<file path="src/rtl/xm_stage_buf.sv">
// X/M stage buffer: decodes the DX result (jal/setx/exception rewrites) and holds it in a 2-entry skid buffer.
// Latency: 1 cycle from accept to out_valid when main is empty or draining. Backpressure: in_ready is registered, low only while skid is occupied.
// Optional: define XM_EXC_COUNT_EN to count emitted exception entries on exc_count (otherwise tied to 0).
module xm_stage_buf #(
    parameter int DATA_W     = 32,
    parameter int REG_AW     = 5,
    parameter int LINK_REG   = 31,
    parameter int STATUS_REG = 30,
    parameter int CNT_W      = 8
) (
    input  logic              clock,
    input  logic              reset_n,
    input  logic              in_valid,
    output logic              in_ready,
    input  logic [31:0]       ir,
    input  logic [DATA_W-1:0] alu_out,
    input  logic [DATA_W-1:0] pc1,
    input  logic              exception,
    output logic              out_valid,
    input  logic              out_ready,
    output logic [REG_AW-1:0] xm_rd,
    output logic [DATA_W-1:0] xm_o,
    output logic [31:0]       xm_ir,
    output logic              exc_flag,
    input  logic              flush,
    output logic [CNT_W-1:0]  exc_count
);

    typedef struct packed {
        logic [REG_AW-1:0] rd;
        logic [DATA_W-1:0] o;
        logic [31:0]       ir;
        logic              exc;
    } entry_t;

    logic [4:0]  opcode;
    logic [4:0]  aluop;
    logic        is_jal;
    logic        is_addi;
    logic        is_setx;
    logic        is_rexc;
    logic        exc_hit;
    entry_t      new_ent;

    assign opcode  = ir[31:27];
    assign aluop   = ir[6:2];
    assign is_jal  = (opcode == 5'b00011);
    assign is_addi = (opcode == 5'b00101);
    assign is_setx = (opcode == 5'b10101);
    assign is_rexc = (opcode == 5'b00000) &&
                     ((aluop == 5'b00000) || (aluop == 5'b00001) ||
                      (aluop == 5'b00110) || (aluop == 5'b00111));
    assign exc_hit = exception && (is_addi || is_rexc);

    always_comb begin
        new_ent.ir  = ir;
        new_ent.exc = exc_hit;
        if (is_setx || exc_hit)
            new_ent.rd = REG_AW'(STATUS_REG);
        else if (is_jal)
            new_ent.rd = REG_AW'(LINK_REG);
        else
            new_ent.rd = REG_AW'(ir[26:22]);
        // Exception codes: addi overflow = 2, R-type by aluop[1:0] = 1/3/4/5
        if (is_setx)
            new_ent.o = DATA_W'(ir[26:0]);
        else if (is_jal)
            new_ent.o = pc1;
        else if (is_addi && exception)
            new_ent.o = DATA_W'(2);
        else if (is_rexc && exception) begin
            case (aluop[1:0])
                2'b00:   new_ent.o = DATA_W'(1);
                2'b01:   new_ent.o = DATA_W'(3);
                2'b10:   new_ent.o = DATA_W'(4);
                default: new_ent.o = DATA_W'(5);
            endcase
        end else
            new_ent.o = alu_out;
    end

    entry_t main_q;
    entry_t skid_q;
    logic   main_vld;
    logic   skid_vld;
    logic   in_ready_q;
    logic   accept;
    logic   emit;
    logic   main_drain;
    logic   main_vld_nxt;
    logic   skid_vld_nxt;
    logic   ld_main_skid;
    logic   ld_main_new;
    logic   ld_skid;

    assign accept     = in_valid && in_ready_q;
    assign emit       = main_vld && out_ready;
    assign main_drain = !main_vld || out_ready;

    always_comb begin
        main_vld_nxt = main_vld;
        skid_vld_nxt = skid_vld;
        ld_main_skid = 1'b0;
        ld_main_new  = 1'b0;
        ld_skid      = 1'b0;
        if (flush) begin
            main_vld_nxt = 1'b0;
            skid_vld_nxt = 1'b0;
        end else if (main_drain) begin
            // in_ready is low whenever skid holds data, so no accept can race the skid move
            if (skid_vld) begin
                ld_main_skid = 1'b1;
                main_vld_nxt = 1'b1;
                skid_vld_nxt = 1'b0;
            end else if (accept) begin
                ld_main_new  = 1'b1;
                main_vld_nxt = 1'b1;
            end else begin
                main_vld_nxt = 1'b0;
            end
        end else if (accept) begin
            ld_skid      = 1'b1;
            skid_vld_nxt = 1'b1;
        end
    end

    always_ff @(posedge clock or negedge reset_n) begin
        if (!reset_n) begin
            main_q     <= '0;
            skid_q     <= '0;
            main_vld   <= 1'b0;
            skid_vld   <= 1'b0;
            in_ready_q <= 1'b1;
        end else begin
            main_vld   <= main_vld_nxt;
            skid_vld   <= skid_vld_nxt;
            in_ready_q <= !skid_vld_nxt;
            if (ld_main_skid)
                main_q <= skid_q;
            else if (ld_main_new)
                main_q <= new_ent;
            if (ld_skid)
                skid_q <= new_ent;
        end
    end

    assign in_ready  = in_ready_q;
    assign out_valid = main_vld;
    assign xm_rd     = main_q.rd;
    assign xm_o      = main_q.o;
    assign xm_ir     = main_q.ir;
    assign exc_flag  = main_q.exc;

`ifdef XM_EXC_COUNT_EN
    logic [CNT_W-1:0] exc_cnt_q;

    // Counts downstream handshakes carrying an exception; saturates, survives flush
    always_ff @(posedge clock or negedge reset_n) begin
        if (!reset_n)
            exc_cnt_q <= '0;
        else if (emit && main_q.exc && (exc_cnt_q != {CNT_W{1'b1}}))
            exc_cnt_q <= exc_cnt_q + CNT_W'(1);
    end

    assign exc_count = exc_cnt_q;
`else
    assign exc_count = '0;
`endif

endmodule

</file>
<file path="config.mk">
export PLATFORM = sky130hd
export DESIGN_NAME = xm_stage_buf
export DESIGN_NICKNAME = d
export VERILOG_FILES = /design/src/rtl/xm_stage_buf.sv
export SDC_FILE = /design/constraint.sdc
export NUM_CORES = 1
export LEC_CHECK = 0
export ABC_AREA = 1
export CORE_ASPECT_RATIO = 1.2
export CORE_MARGIN = 4
export CORE_UTILIZATION = 40
export CTS_CLUSTER_DIAMETER = 100
export DETAILED_ROUTE_END_ITERATION = 6
export PLACE_DENSITY_LB_ADDON = 0.2
export SLEW_MARGIN = 20
export SYNTH_ARGS = -nofsm -noshare
export SYNTH_HDL_FRONTEND = slang
export SYNTH_SLANG_ARGS = --single-unit
</file>
<file path="constraint.sdc">
create_clock -name clock -period 1.46 [get_ports clock]
set_input_delay 0.292 -clock clock [delete_from_list [all_inputs] [get_ports clock]]
set_output_delay 0.292 -clock clock [all_outputs]
set_load 0.1 [all_outputs]
</file>
==> run summary <==
CTS Buf Count -> 17
Area share of the largest cell type after synthesis -> 0.496
CTS tree -> done
Worst slew margin -> 0.648
Vias in the first global route -> 6896
Worst-Margin Slew -> 0.529 ns
Total core area -> 0.0176 mm2
Antenna violation net count after detailed routing -> 0
Max clock buf depth -> 2
Port Buffer Count -> 173
Crit Path Class -> flip-flop to flip-flop
Crit path launch type -> flip-flop
Vias -> 7168
Gr ovfl total -> 0
Layout cells sized above 1 -> 0.300
Synth top area cells -> dfrtp_1 (50%), nand2_1 (18%), nor2_1 (5.8%)
Mapped Cells -> 922
ANT cells -> 0
Clock sinks -> 143
DR vias/cell -> 5.09
Worst Path Arrival -> 2.00 ns
Most used DFF post-synth -> dfrtp_1
Hpwl dp -> 15800 um
Reg clk slew, reported paths -> 0.06 ns
Routed WL per cell -> 17.7 um
Fin util -> 0.684
Clk_skew -> 0.00662 ns
Post-synthesis cell type count -> 25
Worst VDD drop -> 0.000840 V
Worst-Skew Late Latency -> 0.42 ns
Max-Cap Viols -> 0
Final worst-path setup slack -> -0.176 ns
Register bit total from synthesis -> 143
Count leader, synth -> nand2_1
Final hold violations -> 0
First-pass GRT wire length -> 35400 um
Fill count -> 1362
Nets -> 1276
Slew Limit Fails -> 0
Largest net degree at the start of global routing -> 58
Critical Path RT -> 1.82 ns
RSZ-0062 raised after global routing -> yes
Starting Density -> 0.408
Part of the cycle the worst path needs -> 1.12
Post-synth ARST share -> 1.00
Cell Count, Final, Fillers Out -> 1407
Die Wd -> 130 um
Syn. warnings -> 0
Most instantiated cells after synthesis -> nand2_1 (346), dfrtp_1 (142), nor2_1 (110)
I/O pin count -> 182
FMAX -> 611 MHz
Fin area -> 0.0120 mm2
Post-Place Cells -> 1340
Crit path time final -> 1.64 ns
Synth Cell Area -> 0.00717 mm2
GRT Total Usage -> 0.224
Mean Syn Cell Area -> 7.78 um2
Initial antenna violation count -> 0
Die area -> 0.0201 mm2
Pwr dens -> 1380 mW/mm2
Worst Hold Class -> input pin to flip-flop
CTS root buf -> clkbuf_16
1st-iter DRT viols -> 542
Post-route DRC violation count -> 0
Drt total wl -> 24900 um
Cell taking the most area after synthesis -> dfrtp_1
Violated checks -> negative setup slack
CP Max Fanout -> 12
Final setup violation count -> 142
Die Y -> 155 um
Reg-to-reg slack, setup -> -0.18 ns
RePlAce Congestion -> 0.859
Row Count -> 53
Pre-antenna DRT Iters -> 6
Post-synth EDFFs -> 0
Outcome -> finished, violations left
Post-synthesis sequential area ratio -> 0.499
Worst Setup End Kind -> flip-flop
LEAKAGE -> 5.98 nW
Syn-to-layout area delta -> 67.6%
H-tree depth -> 4
Placed standard-cell area -> 0.0105 mm2
[power breakdown]
group	internal (mW)	total, mW	leakage [nW]	switching, mW
sequential	4.84	5.57	1.79	0.728
clock	2.85	4.61	0.284	1.76
combinational	2.41	6.43	3.91	4.02
total	10.1	16.6	5.98	6.50
[path summary, 6_finish.rpt]
| kind | from | cells after the start | to |
|---|---|---|---|
| min reg2reg | skid_q[6] | 2 | skid_q[6] |
| min in group asynchronous | reset_n | 2 | xm_ir[3] |
| min | ir[5] | 4 | skid_q[6] |
| max | in_ready | 10 | xm_rd[4] |
| max reg2reg | in_ready | 10 | xm_rd[4] |
| max in group asynchronous | reset_n | 3 | in_ready |
[through the flow]
| step | hold WS, ns | worst slack, ns | power (mW) | setup TNS (ns) |
|---|---|---|---|---|
| finish | 0.305 | -0.176 | 16.6 | -14.84 |
| global route | 0.322 | -0.252 | 17.3 | -24.34 |
| CTS | 0.299 | -0.182 | 16.4 | -10.60 |
| detailed placement | 0.194 | -0.595 | 11.8 | -63.99 |
| global placement | 0.193 | -0.556 | 11.7 | -59.52 |
| floorplan | -0.00359 | -0.225 | 9.10 | -22.15 |
[cell type report]
type,count,area (um2),area share
Sequential cell,143,3590,0.299
Multi-Input combinational cell,692,3400,0.283
Clock inverter,14,193,0.0160
Clock buffer,18,429,0.0357
Tap cell,220,275,0.0229
Timing Repair Buffer,290,4000,0.333
Inverter,30,139,0.0116
[per-layer routing]
metal	vias up	track usage	wire [um]
met3	42	0.0501	1750
met2	247	0.372	12600
met4	0	0.0713	542
met1	3426	0.289	9990
li1	3453	-	-
met5	-	0	0
[flip-flops by register name, summed over array words and instances (netlist names)]
| signal | flops |
|---|---|
| skid_q | 70 |
| xm_ir | 32 |
| xm_o | 32 |
| xm_rd | 5 |
| exc_flag | 1 |
| in_ready | 1 |
| out_valid | 1 |
| skid_vld | 1 |
[placed cells by master (no fill, tap or decap), drive strengths merged, types with 4 or more instances in the layout]
cell type and instances:
nand2 351, buf 179, o21ai 144, dfrtp 142, nor2 115, clkdlybuf4s50 90, nand3 41, a21oi 30
clkbuf 28, inv 26, conb 8, clkinvlp 7, dlygate4sd2 7, clkinv 7, bufinv 4
[cells by family (layout without fill, tap and decap cells)]
group	count (synthesis)	after routing	synth area share
AOI/OAI and AO/OA	176	176	0.135
buffers and inverters	96	352	0.0672
DFF	143	143	0.499
other	1	8	0.000523
and+or+nand+nor	506	508	0.298
[worst max-delay path, cell delays in order (launching register included)]
cell,delay (ns)
dfstp_4,0.62
nand2_2,0.05
inv_2,0.07
nor2_4,0.04
nor2_4,0.11
nand2_4,0.12
buf_12,0.18
a21oi_1,0.10
o21ai_1,0.08
buf_4,0.14
nand2_1,0.05
[timing repair]
| action | in CTS | in global routing |
|---|---|---|
| setup buffers | 4 | 10 |
| endpoints found under the hold margin | 22 | 0 |
| endpoints found under the setup margin | 142 | 142 |
| gates resized for setup | 65 | 85 |
| pin swaps | 3 | 6 |
| hold buffers | 1 | 0 |
| gates cloned | 2 | 18 |
No activity file was read; power rests on OpenSTA's default activity.
